===== config.mk =====
export PLATFORM = sky130hd
export DESIGN_NAME = i2c_bus_arbiter_flat
export DESIGN_NICKNAME = d
export VERILOG_FILES = /design/src/rtl/i2c_arb_pkg.sv /design/src/rtl/i2c_bus_arbiter_if.sv /design/src/rtl/rr_arbiter.sv /design/src/rtl/i2c_bus_arbiter.sv /design/src/flat_wrapper.sv
export SDC_FILE = /design/constraint.sdc
export NUM_CORES = 1
export LEC_CHECK = 0
export ABC_AREA = 1
export BUFFER_PORTS_ARGS = -buffer_cell sky130_fd_sc_hd__clkbuf_2
export CORE_MARGIN = 5
export CORE_UTILIZATION = 25
export DETAILED_ROUTE_END_ITERATION = 16
export HOLD_SLACK_MARGIN = 0.15
export PLACE_DENSITY = 0.57
export SLEW_MARGIN = 15
export SYNTH_ARGS = -nofsm -noshare
export SYNTH_HDL_FRONTEND = slang
export SYNTH_SLANG_ARGS = --single-unit

===== constraint.sdc =====
create_clock -name clk_i -period 1.7 [get_ports clk_i]
set_input_delay 0.255 -clock clk_i [delete_from_list [all_inputs] [get_ports clk_i]]
set_output_delay 0.255 -clock clk_i [all_outputs]
set_load 0.02 [all_outputs]

===== src/rtl/i2c_arb_pkg.sv =====
// Shared types for the I2C bus arbiter: FSM state, command bit layout and
// a one-hot to index helper.
package i2c_arb_pkg;

    typedef enum logic [1:0] {
        ST_IDLE,
        ST_OWNED,
        ST_BUSY,
        ST_RELEASE
    } arb_state_e;

    localparam int CMD_W   = 5;
    localparam int START   = 4;
    localparam int STOP    = 3;
    localparam int READ    = 2;
    localparam int WRITE   = 1;
    localparam int ACK     = 0;
    localparam int MAX_REQ = 8;

    // Field order matches the START..ACK indices above (first member is the MSB).
    typedef struct packed {
        logic start;
        logic stop;
        logic read;
        logic write;
        logic ack;
    } i2c_cmd_t;

    function automatic logic [2:0] onehot_to_idx(input logic [MAX_REQ-1:0] oh);
        logic [2:0] idx;
        idx = '0;
        for (int i = 0; i < MAX_REQ; i++) begin
            if (oh[i]) idx = idx | 3'(i);
        end
        return idx;
    endfunction

endpackage


===== src/rtl/i2c_bus_arbiter_if.sv =====
// Requester and core-side signal bundle of the I2C bus arbiter; the arbiter
// uses the slave modport, requesters plus the I2C core form the master side.
interface i2c_bus_arbiter_if #(parameter int N_REQ = 2);

    logic [N_REQ-1:0]       req_i;
    logic [N_REQ-1:0]       gnt_o;
    logic [N_REQ-1:0]       cmd_valid_i;
    logic [N_REQ*5-1:0]     cmd_i;
    logic [N_REQ*8-1:0]     txd_i;
    logic [N_REQ-1:0]       cmd_done_o;
    logic [N_REQ-1:0]       cmd_err_o;
    logic [7:0]             rxd_o;
    logic                   rx_ack_o;
    logic                   core_start_o;
    logic                   core_stop_o;
    logic                   core_read_o;
    logic                   core_write_o;
    logic                   core_ack_o;
    logic [7:0]             core_din_o;
    logic                   core_cmd_ack_i;
    logic                   core_ack_i;
    logic [7:0]             core_dout_i;
    logic                   core_al_i;
    logic                   core_abort_o;

    modport slave (
        input  req_i, cmd_valid_i, cmd_i, txd_i,
               core_cmd_ack_i, core_ack_i, core_dout_i, core_al_i,
        output gnt_o, cmd_done_o, cmd_err_o, rxd_o, rx_ack_o,
               core_start_o, core_stop_o, core_read_o, core_write_o, core_ack_o,
               core_din_o, core_abort_o
    );

    modport master (
        output req_i, cmd_valid_i, cmd_i, txd_i,
               core_cmd_ack_i, core_ack_i, core_dout_i, core_al_i,
        input  gnt_o, cmd_done_o, cmd_err_o, rxd_o, rx_ack_o,
               core_start_o, core_stop_o, core_read_o, core_write_o, core_ack_o,
               core_din_o, core_abort_o
    );

endinterface


===== src/rtl/rr_arbiter.sv =====
// Combinational round-robin pick: one-hot grant of the first set request at or
// after rr_ptr, wrapping modulo N_REQ.
module rr_arbiter #(
    parameter int N_REQ = 2,
    parameter int PTR_W = 1
) (
    input  logic [N_REQ-1:0] req,
    input  logic [PTR_W-1:0] rr_ptr,
    output logic [N_REQ-1:0] gnt
);

    logic             found;
    logic [PTR_W-1:0] idx;

    always_comb begin
        gnt   = '0;
        found = 1'b0;
        idx   = '0;
        for (int i = 0; i < N_REQ; i++) begin
            idx = PTR_W'((int'(rr_ptr) + i) % N_REQ);
            if (!found && req[idx]) begin
                gnt[idx] = 1'b1;
                found    = 1'b1;
            end
        end
    end

endmodule


===== src/rtl/i2c_bus_arbiter.sv =====
// Round-robin owner of a shared byte-level I2C master core; an owner keeps the
// bus until its STOP command completes. Define I2C_ARB_TIMEOUT_EN for a BUSY timeout.
module i2c_bus_arbiter
    import i2c_arb_pkg::*;
#(
    parameter int N_REQ       = 2,
    parameter int TIMEOUT_CYC = 100000
) (
    input logic              clk_i,
    input logic              arst_i,
    i2c_bus_arbiter_if.slave bus
);

    localparam int PTR_W = $clog2(N_REQ);

    arb_state_e       state_q, state_d;
    logic [PTR_W-1:0] owner_q, owner_d;
    logic [PTR_W-1:0] rr_ptr_q, rr_ptr_d;
    logic [N_REQ-1:0] gnt_q, gnt_d;
    logic [N_REQ-1:0] done_q, done_d;
    logic [N_REQ-1:0] err_q, err_d;
    i2c_cmd_t         core_cmd_q, core_cmd_d;
    logic [7:0]       din_q, din_d;
    logic [7:0]       rxd_q, rxd_d;
    logic             rx_ack_q, rx_ack_d;

    logic [N_REQ-1:0]   pick;
    logic [MAX_REQ-1:0] pick_ext;
    logic [PTR_W-1:0]   pick_idx;
    i2c_cmd_t           own_cmd;
    logic [7:0]         own_txd;
    logic               timeout;

    rr_arbiter #(.N_REQ(N_REQ), .PTR_W(PTR_W)) u_rr (
        .req    (bus.req_i),
        .rr_ptr (rr_ptr_q),
        .gnt    (pick)
    );

    always_comb begin
        pick_ext            = '0;
        pick_ext[N_REQ-1:0] = pick;
        pick_idx            = PTR_W'(onehot_to_idx(pick_ext));
    end

    always_comb begin
        own_cmd = '0;
        own_txd = '0;
        for (int i = 0; i < N_REQ; i++) begin
            if (owner_q == PTR_W'(i)) begin
                own_cmd = bus.cmd_i[i*CMD_W +: CMD_W];
                own_txd = bus.txd_i[i*8 +: 8];
            end
        end
    end

`ifdef I2C_ARB_TIMEOUT_EN
    localparam int CNT_W = $clog2(TIMEOUT_CYC + 1);

    logic [CNT_W-1:0] cnt_q, cnt_d;
    logic             abort_q, abort_d;

    // Counter restarts whenever the FSM is outside BUSY, so it is zero on entry.
    assign cnt_d            = (state_q == ST_BUSY) ? cnt_q + 1'b1 : '0;
    assign timeout          = (state_q == ST_BUSY) && (cnt_q == CNT_W'(TIMEOUT_CYC - 1));
    assign abort_d          = timeout && !bus.core_al_i;
    assign bus.core_abort_o = abort_q;

    always_ff @(posedge clk_i or posedge arst_i) begin
        if (arst_i) begin
            cnt_q   <= '0;
            abort_q <= 1'b0;
        end else begin
            cnt_q   <= cnt_d;
            abort_q <= abort_d;
        end
    end
`else
    assign timeout          = 1'b0;
    assign bus.core_abort_o = 1'b0;
`endif

    always_comb begin
        state_d    = state_q;
        owner_d    = owner_q;
        rr_ptr_d   = rr_ptr_q;
        gnt_d      = gnt_q;
        done_d     = '0;
        err_d      = '0;
        core_cmd_d = core_cmd_q;
        din_d      = din_q;
        rxd_d      = rxd_q;
        rx_ack_d   = rx_ack_q;

        unique case (state_q)
            ST_IDLE: begin
                if (|bus.req_i) begin
                    gnt_d    = pick;
                    owner_d  = pick_idx;
                    rr_ptr_d = (pick_idx == PTR_W'(N_REQ - 1)) ? '0 : pick_idx + 1'b1;
                    state_d  = ST_OWNED;
                end
            end
            ST_OWNED: begin
                if (bus.core_al_i) begin
                    err_d[owner_q] = 1'b1;
                    core_cmd_d     = '0;
                    gnt_d          = '0;
                    state_d        = ST_RELEASE;
                end else if (!bus.req_i[owner_q]) begin
                    gnt_d   = '0;
                    state_d = ST_RELEASE;
                end else if (bus.cmd_valid_i[owner_q]) begin
                    core_cmd_d = own_cmd;
                    din_d      = own_txd;
                    state_d    = ST_BUSY;
                end
            end
            ST_BUSY: begin
                // Arbitration loss outranks a same-cycle command ack.
                if (bus.core_al_i || timeout) begin
                    err_d[owner_q] = 1'b1;
                    core_cmd_d     = '0;
                    gnt_d          = '0;
                    state_d        = ST_RELEASE;
                end else if (bus.core_cmd_ack_i) begin
                    core_cmd_d      = '0;
                    rxd_d           = bus.core_dout_i;
                    rx_ack_d        = bus.core_ack_i;
                    done_d[owner_q] = 1'b1;
                    if (core_cmd_q.stop) begin
                        gnt_d   = '0;
                        state_d = ST_RELEASE;
                    end else begin
                        state_d = ST_OWNED;
                    end
                end
            end
            ST_RELEASE: begin
                gnt_d   = '0;
                state_d = ST_IDLE;
            end
            default: state_d = ST_IDLE;
        endcase
    end

    // NOTE: sequential state uses non-blocking assignments so every flop samples pre-edge values.
    always_ff @(posedge clk_i or posedge arst_i) begin
        if (arst_i) begin
            state_q    <= ST_IDLE;
            owner_q    <= '0;
            rr_ptr_q   <= '0;
            gnt_q      <= '0;
            done_q     <= '0;
            err_q      <= '0;
            core_cmd_q <= '0;
            din_q      <= '0;
            rxd_q      <= '0;
            rx_ack_q   <= 1'b1;
        end else begin
            state_q    <= state_d;
            owner_q    <= owner_d;
            rr_ptr_q   <= rr_ptr_d;
            gnt_q      <= gnt_d;
            done_q     <= done_d;
            err_q      <= err_d;
            core_cmd_q <= core_cmd_d;
            din_q      <= din_d;
            rxd_q      <= rxd_d;
            rx_ack_q   <= rx_ack_d;
        end
    end

    assign bus.gnt_o        = gnt_q;
    assign bus.cmd_done_o   = done_q;
    assign bus.cmd_err_o    = err_q;
    assign bus.rxd_o        = rxd_q;
    assign bus.rx_ack_o     = rx_ack_q;
    assign bus.core_start_o = core_cmd_q.start;
    assign bus.core_stop_o  = core_cmd_q.stop;
    assign bus.core_read_o  = core_cmd_q.read;
    assign bus.core_write_o = core_cmd_q.write;
    assign bus.core_ack_o   = core_cmd_q.ack;
    assign bus.core_din_o   = din_q;

endmodule

===== src/flat_wrapper.sv =====
// flat-port wrapper written by rule: the top's interface ports become plain ports
module i2c_bus_arbiter_flat import i2c_arb_pkg::*;
#(
    parameter int N_REQ       = 2,
    parameter int TIMEOUT_CYC = 100000
)
  (clk_i, arst_i, bus_req_i, bus_cmd_valid_i, bus_cmd_i, bus_txd_i, bus_core_cmd_ack_i, bus_core_ack_i, bus_core_dout_i, bus_core_al_i, bus_gnt_o, bus_cmd_done_o, bus_cmd_err_o, bus_rxd_o, bus_rx_ack_o, bus_core_start_o, bus_core_stop_o, bus_core_read_o, bus_core_write_o, bus_core_ack_o, bus_core_din_o, bus_core_abort_o);
  i2c_bus_arbiter_if #(.N_REQ(N_REQ)) bus_i ();
  input logic clk_i;
  input logic arst_i;
  input wire logic [$bits(bus_i.req_i)-1:0] bus_req_i;
  input wire logic [$bits(bus_i.cmd_valid_i)-1:0] bus_cmd_valid_i;
  input wire logic [$bits(bus_i.cmd_i)-1:0] bus_cmd_i;
  input wire logic [$bits(bus_i.txd_i)-1:0] bus_txd_i;
  input wire logic [$bits(bus_i.core_cmd_ack_i)-1:0] bus_core_cmd_ack_i;
  input wire logic [$bits(bus_i.core_ack_i)-1:0] bus_core_ack_i;
  input wire logic [$bits(bus_i.core_dout_i)-1:0] bus_core_dout_i;
  input wire logic [$bits(bus_i.core_al_i)-1:0] bus_core_al_i;
  output wire logic [$bits(bus_i.gnt_o)-1:0] bus_gnt_o;
  output wire logic [$bits(bus_i.cmd_done_o)-1:0] bus_cmd_done_o;
  output wire logic [$bits(bus_i.cmd_err_o)-1:0] bus_cmd_err_o;
  output wire logic [$bits(bus_i.rxd_o)-1:0] bus_rxd_o;
  output wire logic [$bits(bus_i.rx_ack_o)-1:0] bus_rx_ack_o;
  output wire logic [$bits(bus_i.core_start_o)-1:0] bus_core_start_o;
  output wire logic [$bits(bus_i.core_stop_o)-1:0] bus_core_stop_o;
  output wire logic [$bits(bus_i.core_read_o)-1:0] bus_core_read_o;
  output wire logic [$bits(bus_i.core_write_o)-1:0] bus_core_write_o;
  output wire logic [$bits(bus_i.core_ack_o)-1:0] bus_core_ack_o;
  output wire logic [$bits(bus_i.core_din_o)-1:0] bus_core_din_o;
  output wire logic [$bits(bus_i.core_abort_o)-1:0] bus_core_abort_o;
  assign bus_i.req_i = bus_req_i;
  assign bus_i.cmd_valid_i = bus_cmd_valid_i;
  assign bus_i.cmd_i = bus_cmd_i;
  assign bus_i.txd_i = bus_txd_i;
  assign bus_i.core_cmd_ack_i = bus_core_cmd_ack_i;
  assign bus_i.core_ack_i = bus_core_ack_i;
  assign bus_i.core_dout_i = bus_core_dout_i;
  assign bus_i.core_al_i = bus_core_al_i;
  assign bus_gnt_o = bus_i.gnt_o;
  assign bus_cmd_done_o = bus_i.cmd_done_o;
  assign bus_cmd_err_o = bus_i.cmd_err_o;
  assign bus_rxd_o = bus_i.rxd_o;
  assign bus_rx_ack_o = bus_i.rx_ack_o;
  assign bus_core_start_o = bus_i.core_start_o;
  assign bus_core_stop_o = bus_i.core_stop_o;
  assign bus_core_read_o = bus_i.core_read_o;
  assign bus_core_write_o = bus_i.core_write_o;
  assign bus_core_ack_o = bus_i.core_ack_o;
  assign bus_core_din_o = bus_i.core_din_o;
  assign bus_core_abort_o = bus_i.core_abort_o;
  i2c_bus_arbiter #(.N_REQ(N_REQ), .TIMEOUT_CYC(TIMEOUT_CYC)) u_core (.clk_i(clk_i), .arst_i(arst_i), .bus(bus_i));
endmodule

==> summary.txt <==
Setup path
  – Worst r2r src: u_core.state_q[0]$_DFFE_PP0P_
  – Slowest cell on crit path: dfrtp_1
  – Crit-path max FO: 11
  – CP peak stage delay: approximately 420 ps
  – CP startpoint: u_core.state_q[0]$_DFFE_PP0P_
  – Critical path type: flop to flop
  – Reg2Reg Depth: 4
  – CP arrival: 1740 ps
  – Critical Path RT: 1880 ps
  – Reg2reg setup slack: roughly 140 ps
  – Worst-path cell chain: inv_1 -> ha_1 -> nand3_4 -> mux2_4
  – Reg2reg end: u_core.bus.rxd_o[0]$_DFFE_PP0P_
  – Startpoint types: flop
  – Endpoint class of the critical path: flop
  – Worst setup endpoint: u_core.bus.rxd_o[0]$_DFFE_PP0P_

Timing
  – Max-slew violations: 0
  – RSZ-0062 raised after global routing: false
  – Fmax: ~0.64 GHz
  – Setup TNS: 0 ps
  – Hold WS: 196 ps
  – Final setup vio count: 0
  – Final Hold Viols: 0
  – Period utilisation layout: between 90% and 100%
  – Clock Skews: 6.62 ps
  – Final min period: 1560 ps

Synth
  – Synth Cell Area: 1700 µm²
  – Mean post-synth cell area: 8.61 µm²
  – Post-synth top area cell: dfrtp_1
  – Post-synth ARST share: 100%
  – Top post-synthesis cells by area: dfrtp_1 (46%), nand2_1 (17%), mux2_2 (4.6%)
  – Yosys top cell area share: 45.8%
  – Yosys cell types: 26
  – Yosys reg bits: 32
  – Seq/Total Area, Yosys: 47.3%
  – Synthesized net count: 244
  – EDFF count, synth: 0
  – Ys Warns: 0
  – Synth Flop Type: dfrtp_1
  – Post-Syn Instances: 197

Drt
  – Iter 0 DRT Violations: 49
  – Final wirelength: 4.44 mm
  – Final antenna-violating net count: 0
  – DR vias/cell: 4.32
  – Pre-antenna DRT Iters: 4
  – Avg WL per Cell: about 12 µm
  – Via count: 1534
  – Drc violations: 0

Place
  – RePlAce Congestion: approximately 0.83
  – Dpl hpwl: 3.44 mm
  – IO buf count: 70

Floorplan
  – Row cnt: 30
  – Core Footprint: 6680 µm²
  – I/O pin total: 72
  – Die height: 92.4 µm
  – Initial Utilization: 25.4%
  – Die W: 92.4 µm
  – Die area: 8530 µm²

Clocking
  – Worst-case clock buffer depth: 2
  – Root Buffer: clkbuf_8
  – Worst-Skew Late Latency: 290 ps
  – Post-CTS Setup Bufs: 0
  – CTS Buf Count: 5
  – Clock sink count: 32
  – CTS tree: built
  – Clk slew on worst S/H paths: 70 ps
  – H-tree depth: 2

Pwr
  – Max IR drop VDD: 0.535 mV
  – Pwr/cell area: 1750 nW/µm²
  – Static Leak: 1.30 nW

Cells and area
  – Layout area overhead: 33.2%
  – Fill cells: 732
  – Antenna fix cells: 0
  – Proportion of layout cells with a drive suffix above 1: 38.2%
  – Nets: 321

Flow run
  – Max-Cap Viols: 0

Run status
  – Outcome: complete, no violations

Worst hold path
  – Hold/Removal Path Class: primary input to flop

Global routing
  – First-pass GRT wire length: 7.47 mm
  – Gr ovfl total: 0
  – Largest net degree at the start of global routing: 22
  – Vias in the first global route: about 1600
  – Initial antenna violation count: 0
  – GRT Total Usage: between 10% and 20%
==> layout by cell type, fill, tap and decap left out, drive strengths merged <==
master / instances
clkinv: 2
clkbuf: 76
a21oi: 6
o211ai: 1
inv: 13
nand4: 3
nor3: 4
a21o: 1
nor2: 13
conb: 1
o21ai: 11
mux2: 9
dfrtp: 31
ha: 4
nand2: 80
buf: 4
nand3: 13
dfstp: 1
dlygate4sd3: 1
or2: 1
==> stage by stage <==
step,std cells,area [µm²],power [mW],setup WS (ps),util (%)
after CTS,355,2250,4.02,30.0,33.7
after detailed placement,346,2150,3.38,33.8,32.2
after global placement,346,2150,3.34,85.2,32.2
after floorplan,197,1700,2.74,269,-
final,355,2260,3.96,142,33.8
after global routing,355,2260,4.33,39.4,33.8
==> power by group <==
group	total [mW]	internal, mW	switching, mW	leakage [nW]
sequential	1.30	1.10	0.193	0.404
clock	0.617	0.323	0.294	0.0510
combinational	2.04	0.730	1.31	0.843
total	3.96	2.16	1.80	1.30
==> flip-flops by register name (all words and copies together) (netlist names) <==
register,count
u_core.bus.cmd_done_o,2
u_core.bus.cmd_err_o,2
u_core.bus.core_ack_o,1
u_core.bus.core_din_o,8
u_core.bus.core_read_o,1
u_core.bus.core_start_o,1
u_core.bus.core_stop_o,1
u_core.bus.core_write_o,1
u_core.bus.gnt_o,2
u_core.bus.rx_ack_o,1
u_core.bus.rxd_o,8
u_core.owner_q,1
u_core.rr_ptr_q,1
u_core.state_q,2
==> synthesized netlist by cell type (2+ instances only) <==
cell type and n:
dfrtp_1 31, nand4_1 3, ha_1 4, mux2_2 7
nand2_1 75, mux2_4 2, buf_2 2, a21oi_1 5
o21ai_0 11, nor2_1 12, nor3_1 4, inv_1 10
buf_6 2, nand2_4 5, inv_2 3, nand3_1 11
==> routing by layer <==
metal | up-vias | wire (µm) | track usage (%)
met4 | 0 | 50 | 2.85
met1 | 700 | 1930 | 12.9
met2 | 42 | 2130 | 19.1
met5 | - | 0 | 0
met3 | 8 | 325 | 4.39
li1 | 784 | - | -
==> cell type report <==
| class | instances | area [µm²] | area share (%) |
|---|---|---|---|
| inverter | 13 | 48.8 | 2.16 |
| tap | 80 | 100 | 4.43 |
| clock inverter | 2 | 10.0 | 0.443 |
| timing repair buffer | 75 | 403 | 17.8 |
| clock buffer | 6 | 82.6 | 3.66 |
| multi-input combinational | 147 | 812 | 36.0 |
| sequential | 32 | 802 | 35.5 |
==> worst min path at each step <==
stage                       start                            endpoint  depth (start not counted)  slack (ps)
5_1_grt        bus_core_dout_i[4]     u_core.bus.rxd_o[4]$_DFFE_PP0P_                          2         180
2_1_floorplan              arst_i  u_core.bus.cmd_done_o[0]$_DFF_PP0_                          1         370
4_1_cts        bus_core_dout_i[4]     u_core.bus.rxd_o[4]$_DFFE_PP0P_                          2         190
6_report       bus_core_dout_i[1]     u_core.bus.rxd_o[1]$_DFFE_PP0P_                          2         200
3_5_place_dp               arst_i     u_core.bus.rxd_o[7]$_DFFE_PP0P_                          2         300
3_3_place_gp               arst_i     u_core.bus.rxd_o[7]$_DFFE_PP0P_                          2         290
==> what timing repair did <==
item,in CTS,in global routing
endpoints found under the setup margin,0,9
hold endpoints to repair,10,0
resized for setup,0,1
hold buffers,1,0
==> logic make-up after synthesis <==
group | synth area share [%]
mux | 6.42
flops | 47.3
compound gates | 6.57
other cells | 0.221
buf+inv | 5.24
simple gates | 31.3
fa+ha+maj | 2.95
==> worst max-delay path: cells and delay by family, from the launching register on <==
kind | cells | cell delay (ps)
DFF | 1 | 420
adders and majority gates | 1 | 340
muxes | 1 | 340
and+or+nand+nor | 1 | 220
buffers and inverters | 1 | 120
Power figures use the tool's default switching activity.
